--- src/rtl/x25519_job_controller_if.sv ---
// Request/response/core bundle for the X25519 job controller.
//   req_*  : job offer (u-coordinate, scalar) with valid/ready handshake
//   resp_* : 256-bit result plus timeout qualifier with valid/ready handshake
//   core_* : start pulse and operands to the core, result strobe back
// slave  : controller view (serves jobs, drives the core)
// master : requester/environment view
interface x25519_job_controller_if;
   logic         req_valid;
   logic         req_ready;
   logic [255:0] req_work_in;
   logic [255:0] req_e;

   logic         resp_valid;
   logic         resp_ready;
   logic [255:0] resp_data;
   logic         resp_timeout;

   logic         core_en;
   logic [255:0] core_work_in;
   logic [255:0] core_e;
   logic         core_out_valid;
   logic [255:0] core_work_out;

   modport slave (
      input  req_valid, req_work_in, req_e, resp_ready, core_out_valid, core_work_out,
      output req_ready, resp_valid, resp_data, resp_timeout, core_en, core_work_in, core_e
   );

   modport master (
      output req_valid, req_work_in, req_e, resp_ready, core_out_valid, core_work_out,
      input  req_ready, resp_valid, resp_data, resp_timeout, core_en, core_work_in, core_e
   );
endinterface

--- src/rtl/x25519_job_controller.sv ---
// Initiator-side sequencer for the X25519 scalar-multiply core.
// Accepts one job, issues a single-cycle core_en with stable operands, waits for the core
// result (or a watchdog abort) and returns it over the response handshake.
// Ports:
//   clk       : clock
//   rst       : synchronous reset, active high
//   bus       : request/response/core bundle (slave view)
//   busy      : high whenever the controller is not idle
//   err_stray : sticky, core result strobe seen while not waiting for one
module x25519_job_controller #(
   parameter int unsigned TIMEOUT = 1000000,
   localparam int unsigned CNT_BITS = $clog2(TIMEOUT + 1)
) (
   input  logic                    clk,
   input  logic                    rst,
   x25519_job_controller_if.slave  bus,
   output logic                    busy,
   output logic                    err_stray
);

   typedef enum logic [1:0] {StIdle, StStart, StBusy, StDone} state_e;

   state_e                state_q, state_d;
   logic                  core_en_q, core_en_d;
   logic                  resp_valid_q, resp_valid_d;
   logic                  resp_timeout_q, resp_timeout_d;
   logic                  err_stray_q, err_stray_d;
   logic [255:0]          resp_data_q, resp_data_d;
   logic [255:0]          core_work_in_q, core_work_in_d;
   logic [255:0]          core_e_q, core_e_d;
   logic [CNT_BITS-1:0]   cnt_q, cnt_d;
   logic                  req_ready;

   // Held low during reset so no job is accepted on the reset edge.
   assign req_ready = (state_q == StIdle) && !rst;

   always_comb begin
      state_d        = state_q;
      core_en_d      = 1'b0;
      resp_valid_d   = resp_valid_q;
      resp_timeout_d = resp_timeout_q;
      resp_data_d    = resp_data_q;
      core_work_in_d = core_work_in_q;
      core_e_d       = core_e_q;
      cnt_d          = cnt_q;
      err_stray_d    = err_stray_q;

      // A result strobe is only expected in BUSY; anything else is a stray from the core.
      if (bus.core_out_valid && (state_q != StBusy)) begin
         err_stray_d = 1'b1;
      end

      unique case (state_q)
         StIdle: begin
            if (bus.req_valid && req_ready) begin
               core_work_in_d = bus.req_work_in;
               core_e_d       = bus.req_e;
               core_en_d      = 1'b1;
               state_d        = StStart;
            end
         end
         StStart: begin
            cnt_d   = '0;
            state_d = StBusy;
         end
         StBusy: begin
            cnt_d = cnt_q + CNT_BITS'(1);
            // Core result wins over a coincident watchdog expiry.
            if (bus.core_out_valid) begin
               resp_data_d    = bus.core_work_out;
               resp_timeout_d = 1'b0;
               resp_valid_d   = 1'b1;
               state_d        = StDone;
            end else if (cnt_q == CNT_BITS'(TIMEOUT - 1)) begin
               resp_data_d    = '0;
               resp_timeout_d = 1'b1;
               resp_valid_d   = 1'b1;
               state_d        = StDone;
            end
         end
         StDone: begin
            if (bus.resp_ready) begin
               resp_valid_d = 1'b0;
               state_d      = StIdle;
            end
         end
         default: state_d = StIdle;
      endcase
   end

   always_ff @(posedge clk) begin
      if (rst) begin
         state_q        <= StIdle;
         core_en_q      <= 1'b0;
         resp_valid_q   <= 1'b0;
         resp_timeout_q <= 1'b0;
         err_stray_q    <= 1'b0;
         resp_data_q    <= '0;
         core_work_in_q <= '0;
         core_e_q       <= '0;
         cnt_q          <= '0;
      end else begin
         state_q        <= state_d;
         core_en_q      <= core_en_d;
         resp_valid_q   <= resp_valid_d;
         resp_timeout_q <= resp_timeout_d;
         err_stray_q    <= err_stray_d;
         resp_data_q    <= resp_data_d;
         core_work_in_q <= core_work_in_d;
         core_e_q       <= core_e_d;
         cnt_q          <= cnt_d;
      end
   end

   assign bus.req_ready    = req_ready;
   assign bus.resp_valid   = resp_valid_q;
   assign bus.resp_data    = resp_data_q;
   assign bus.resp_timeout = resp_timeout_q;
   assign bus.core_en      = core_en_q;
   assign bus.core_work_in = core_work_in_q;
   assign bus.core_e       = core_e_q;
   assign busy             = (state_q != StIdle);
   assign err_stray        = err_stray_q;

endmodule

--- src/flat_wrapper.sv ---
// flat-port wrapper written by rule: the top's interface ports become plain ports
module x25519_job_controller_flat 
#(
   parameter int unsigned TIMEOUT = 1000000,
   localparam int unsigned CNT_BITS = $clog2(TIMEOUT + 1)
)
  (clk, rst, busy, err_stray, bus_req_valid, bus_req_work_in, bus_req_e, bus_resp_ready, bus_core_out_valid, bus_core_work_out, bus_req_ready, bus_resp_valid, bus_resp_data, bus_resp_timeout, bus_core_en, bus_core_work_in, bus_core_e);
  x25519_job_controller_if bus_i ();
  input  logic clk;
  input  logic rst;
  output logic busy;
  output logic err_stray;
  input wire logic [$bits(bus_i.req_valid)-1:0] bus_req_valid;
  input wire logic [$bits(bus_i.req_work_in)-1:0] bus_req_work_in;
  input wire logic [$bits(bus_i.req_e)-1:0] bus_req_e;
  input wire logic [$bits(bus_i.resp_ready)-1:0] bus_resp_ready;
  input wire logic [$bits(bus_i.core_out_valid)-1:0] bus_core_out_valid;
  input wire logic [$bits(bus_i.core_work_out)-1:0] bus_core_work_out;
  output wire logic [$bits(bus_i.req_ready)-1:0] bus_req_ready;
  output wire logic [$bits(bus_i.resp_valid)-1:0] bus_resp_valid;
  output wire logic [$bits(bus_i.resp_data)-1:0] bus_resp_data;
  output wire logic [$bits(bus_i.resp_timeout)-1:0] bus_resp_timeout;
  output wire logic [$bits(bus_i.core_en)-1:0] bus_core_en;
  output wire logic [$bits(bus_i.core_work_in)-1:0] bus_core_work_in;
  output wire logic [$bits(bus_i.core_e)-1:0] bus_core_e;
  assign bus_i.req_valid = bus_req_valid;
  assign bus_i.req_work_in = bus_req_work_in;
  assign bus_i.req_e = bus_req_e;
  assign bus_i.resp_ready = bus_resp_ready;
  assign bus_i.core_out_valid = bus_core_out_valid;
  assign bus_i.core_work_out = bus_core_work_out;
  assign bus_req_ready = bus_i.req_ready;
  assign bus_resp_valid = bus_i.resp_valid;
  assign bus_resp_data = bus_i.resp_data;
  assign bus_resp_timeout = bus_i.resp_timeout;
  assign bus_core_en = bus_i.core_en;
  assign bus_core_work_in = bus_i.core_work_in;
  assign bus_core_e = bus_i.core_e;
  x25519_job_controller #(.TIMEOUT(TIMEOUT)) u_core (.clk(clk), .rst(rst), .bus(bus_i), .busy(busy), .err_stray(err_stray));
endmodule
--- config.mk ---
export PLATFORM = sky130hd
export DESIGN_NAME = x25519_job_controller_flat
export DESIGN_NICKNAME = d
export VERILOG_FILES = /design/src/rtl/x25519_job_controller_if.sv /design/src/rtl/x25519_job_controller.sv /design/src/flat_wrapper.sv
export SDC_FILE = /design/constraint.sdc
export NUM_CORES = 1
export LEC_CHECK = 0
export CORE_AREA = 2 2 610 612
export DETAILED_ROUTE_END_ITERATION = 10
export DIE_AREA = 0 0 612 614
export PLACE_DENSITY = 0.3
export SLEW_MARGIN = 20
export SYNTH_ARGS = -nofsm -noshare
export SYNTH_HDL_FRONTEND = slang
export SYNTH_SLANG_ARGS = --single-unit
export TNS_END_PERCENT = 10
--- constraint.sdc ---
create_clock -name clk -period 2.12 [get_ports clk]
set_clock_uncertainty 0.15 [all_clocks]
set_input_delay 0.424 -clock clk [delete_from_list [all_inputs] [get_ports clk]]
set_output_delay 0.424 -clock clk [all_outputs]
set_load 0.01 [all_outputs]
==> run_results.csv <==
group,metric,value,unit
critical_path,reg2reg_depth,11,
die,ios,1547,
timing,finalCriticalPeriod,2430,ps
run,maxCapViolCount,0,
critical_path,rr_endpoint,"u_core.bus.core_work_in[221]",
critical_path,r2r_start,"u_core.state_q[1]",
timing,setup_violations,905,
power,clkPwrFrac,0.340,
drt,drtAntennaViolNets,0,
grt,grt_max_degree,106,
layout,nFillCells,41419,
synthesis,synth_top_cell_by_area,"dfxtp_1",
layout,drive_gt1_frac,0.140,
placement,placed_area,52800,sq um
grt,grt_usage,0.134,
synthesis,ys_warn_count,0,
drt,drt_pass1_iterations,7,
critical_path,crit_start,"u_core.state_q[1]",
power,seq_power_share,0.319,
timing,max_freq,411,MHz
clocking,clkTransAtPathRegs,60,ps
timing,rsz0062_at_grt,"yes",
critical_path,crit_end,"bus_req_ready",
die,initial_utilization,0.0815,
clocking,cts_max_level,3,
layout,mostFrequentLayoutCell,"nand2_1",
synthesis,synth_area_leaders,"dfxtp_1, nand2_1, nand3b_1",
synthesis,synth_edf_count,0,
critical_path,startpoint_type,"flip-flop",
grt,met3_usage,0.0444,
grt,antenna_found_initial,136,
synthesis,ys_seq_area_frac,0.527,
timing,fin_crit_sh,1.15,
power,ir_drop,0.584,mV
min_path,hold_path.class,"input pin to flip-flop",
critical_path,cp.required,1550,ps
grt,grt-busiest-layer,"met2",
synthesis,synthFlopType,"dfxtp_1",
synthesis,async_flop_share,0,
layout,regArea,16100,sq um
grt,use_met1,0.154,
timing,maxSlewViolCount,0,
synthesis,ys_ff_latch,794,
drt,vias_per_cell,3.25,
placement,dpl.hpwl,217,mm
die,num_rows,224,
synthesis,syn-num-nets,4311,
drt,wl,269,mm
clocking,root_buffer,"clkbuf_16",
clocking,cts_tree,"built",
layout,layout.nets,6498,
grt,use_met2,0.238,
clocking,clock-sinks,794,
critical_path,crit_path_end_kind,"output port",
timing,relSlewSlack,0.534,
critical_path,path_class,"flip-flop to output port",
drt,initialDrtViolationCount,1792,
outcome,violations,"negative setup slack",
timing,worst_slack,-311,ps
critical_path,crit_arrival,1860,ps
clocking,numCtsBuffers,119,
layout,finalInstanceArea,64200,sq um
die,die_area,376000,sq um
synthesis,syn_area,30200,sq um
critical_path,cp_max_fo,2,
critical_path,reg2reg_slack,-250,ps
power,finalPower,62300,uW
grt,grt_pass1_vias,35224,
die,die_w,612,um
die,die_height,614,um
timing,timing.final.hold_violations,0,
synthesis,syn_area_per_cell,8.54,sq um
clocking,clkLatencyLatePin,850,ps
grt,grt_pass1_wl,342,mm
timing,tightest_slew,698,ps
layout,multiInputGateArea,13000,sq um
synthesis,synthCells,3533,
grt,gr-total-overflow,0,
power,p_leak,0.0302,uW
outcome,status,"finished, violations left",
drt,dr_total_vias,35142,
layout,mostFrequentLayoutCells,"nand2_1, clkdlybuf4s50_1, dfxtp_1",
clocking,clock_path_buffers,4,
power,swShare,0.352,
power,p_sw,22000,uW
drt,drc,0,
power,power.internal,40400,uW
power,p_comb_frac,0.341,
placement,place_congestion,0.814,
synthesis,synth.distinct_cells,42,
synthesis,synth_top_area_frac,0.527,
placement,port_buffers,1546,
power,p_per_area,971,nW/um^2
layout,area_delta_synth_final,113,%
drt,wl_per_cell,24.8,um
die,core_area,370000,sq um
[power groups by stage]
| stage | registers [uW] | clock network [uW] | logic [uW] |
|---|---|---|---|
| finish | 19900 | 21200 | 21300 |
| global route | 20200 | 22500 | 22800 |
| detailed placement | 20100 | 0 | 20300 |
| global placement | 20200 | 0 | 20300 |
| CTS | 20000 | 22100 | 21200 |
| floorplan | 20800 | 0 | 5600 |
[per-stage QoR]
| step | instances | util | hold slack, ps | setup TNS [ps] | setup slack (ps) |
|---|---|---|---|---|---|
| 3_3_place_gp | 9942 | 0.143 | 307 | -198410 | -414 |
| 3_5_place_dp | 9942 | 0.143 | 309 | -202510 | -430 |
| 5_1_grt | 10796 | 0.173 | 38.0 | -210590 | -454 |
| 4_1_cts | 10743 | 0.168 | 0.564 | -357130 | -490 |
| 2_1_floorplan | 3533 | - | 302 | -42.0 | -42.0 |
| 6_report | 10825 | 0.173 | 82.4 | -119320 | -311 |
[layout make-up]
| cell class | count | share of cell area |
|---|---|---|
| inverters | 9 | 0.000994 |
| flip-flops and latches | 794 | 0.250 |
| clock buffers | 175 | 0.0544 |
| clock inverters | 35 | 0.00834 |
| diodes | 44 | 0.00172 |
| repair buffers | 2381 | 0.384 |
| multi-input cells | 2414 | 0.203 |
| well taps | 4972 | 0.0969 |
| repair inverters | 1 | 0.000253 |
[worst max-delay path, stage by stage (launching register included)]
cell        delay (ps)
dfxtp_2            320
inv_2               70
ha_4               150
clkinvlp_4         120
buf_12             160
nor2_4              70
buf_6              120
[timing repair]
item                       4_1_cts  5_1_grt
pin swaps                        1      107
gates resized for setup       1001      520
hold endpoints to repair       585        0
setup endpoints to repair     1514     1330
cloned                           0       32
buffers inserted                 4        6
hold buffers                   587        0
[per-layer routing]
| layer | vias up | part of all wire |
|---|---|---|
| li1 | 16609 | - |
| met5 | - | 0.0011 |
| met3 | 328 | 0.075 |
| met1 | 16970 | 0.40 |
| met2 | 1191 | 0.50 |
| met4 | 44 | 0.024 |
[state kept, by name, summed over array words and instances (netlist names)]
| signal | count |
|---|---|
| u_core.bus.core_en | 1 |
| u_core.bus.resp_data | 256 |
| u_core.bus.resp_valid | 1 |
| u_core.state_q | 2 |
| u_core.bus.core_work_in | 256 |
| u_core.bus.resp_timeout | 1 |
| u_core.cnt_q | 20 |
| u_core.bus.core_e | 256 |
| u_core.err_stray | 1 |
[cell usage after synthesis, drive strengths merged, types with 4 or more instances]
master and n:
nand2 1286, dfxtp 794, nand3b 512, clkbuf 267, a21oi 266, a311oi 257, buf 49, nor2 16
inv 9, nand3 8, or3 7, xnor2 7, o21ai 6, ha 5, nor4 5, nand2b 4
nand4 4, xor2 4
[cells by family (layout without fill, tap and decap cells)]
kind of cell / count (synthesis) / after routing / share of synthesized area
other: 0 / 44 / 0
buffers and inverters: 325 / 2601 / 0.0456
XOR/XNOR: 11 / 11 / 0.00319
AO/OA/AOI/OAI: 540 / 540 / 0.123
multiplexers: 2 / 2 / 0.000664
adder cells (fa/ha/maj): 5 / 5 / 0.00207
AND/OR/NAND/NOR: 1856 / 1856 / 0.299
flip-flops: 794 / 794 / 0.527
[how the worst min path moves through the flow]
stage / start / cells after the start / to / slack, ps
2_1_floorplan: u_core.cnt_q[19] / 2 / u_core.cnt_q[19] / 300
3_3_place_gp: u_core.bus.core_e[104] / 2 / u_core.bus.core_e[104] / 310
3_5_place_dp: u_core.bus.core_e[171] / 2 / u_core.bus.core_e[171] / 310
4_1_cts: bus_req_work_in[19] / 3 / u_core.bus.core_work_in[19] / 0.6
5_1_grt: bus_req_e[24] / 3 / u_core.bus.core_e[24] / 40
6_report: bus_req_work_in[8] / 3 / u_core.bus.core_work_in[8] / 80
Note: power is estimated with default switching activity, not from simulation.
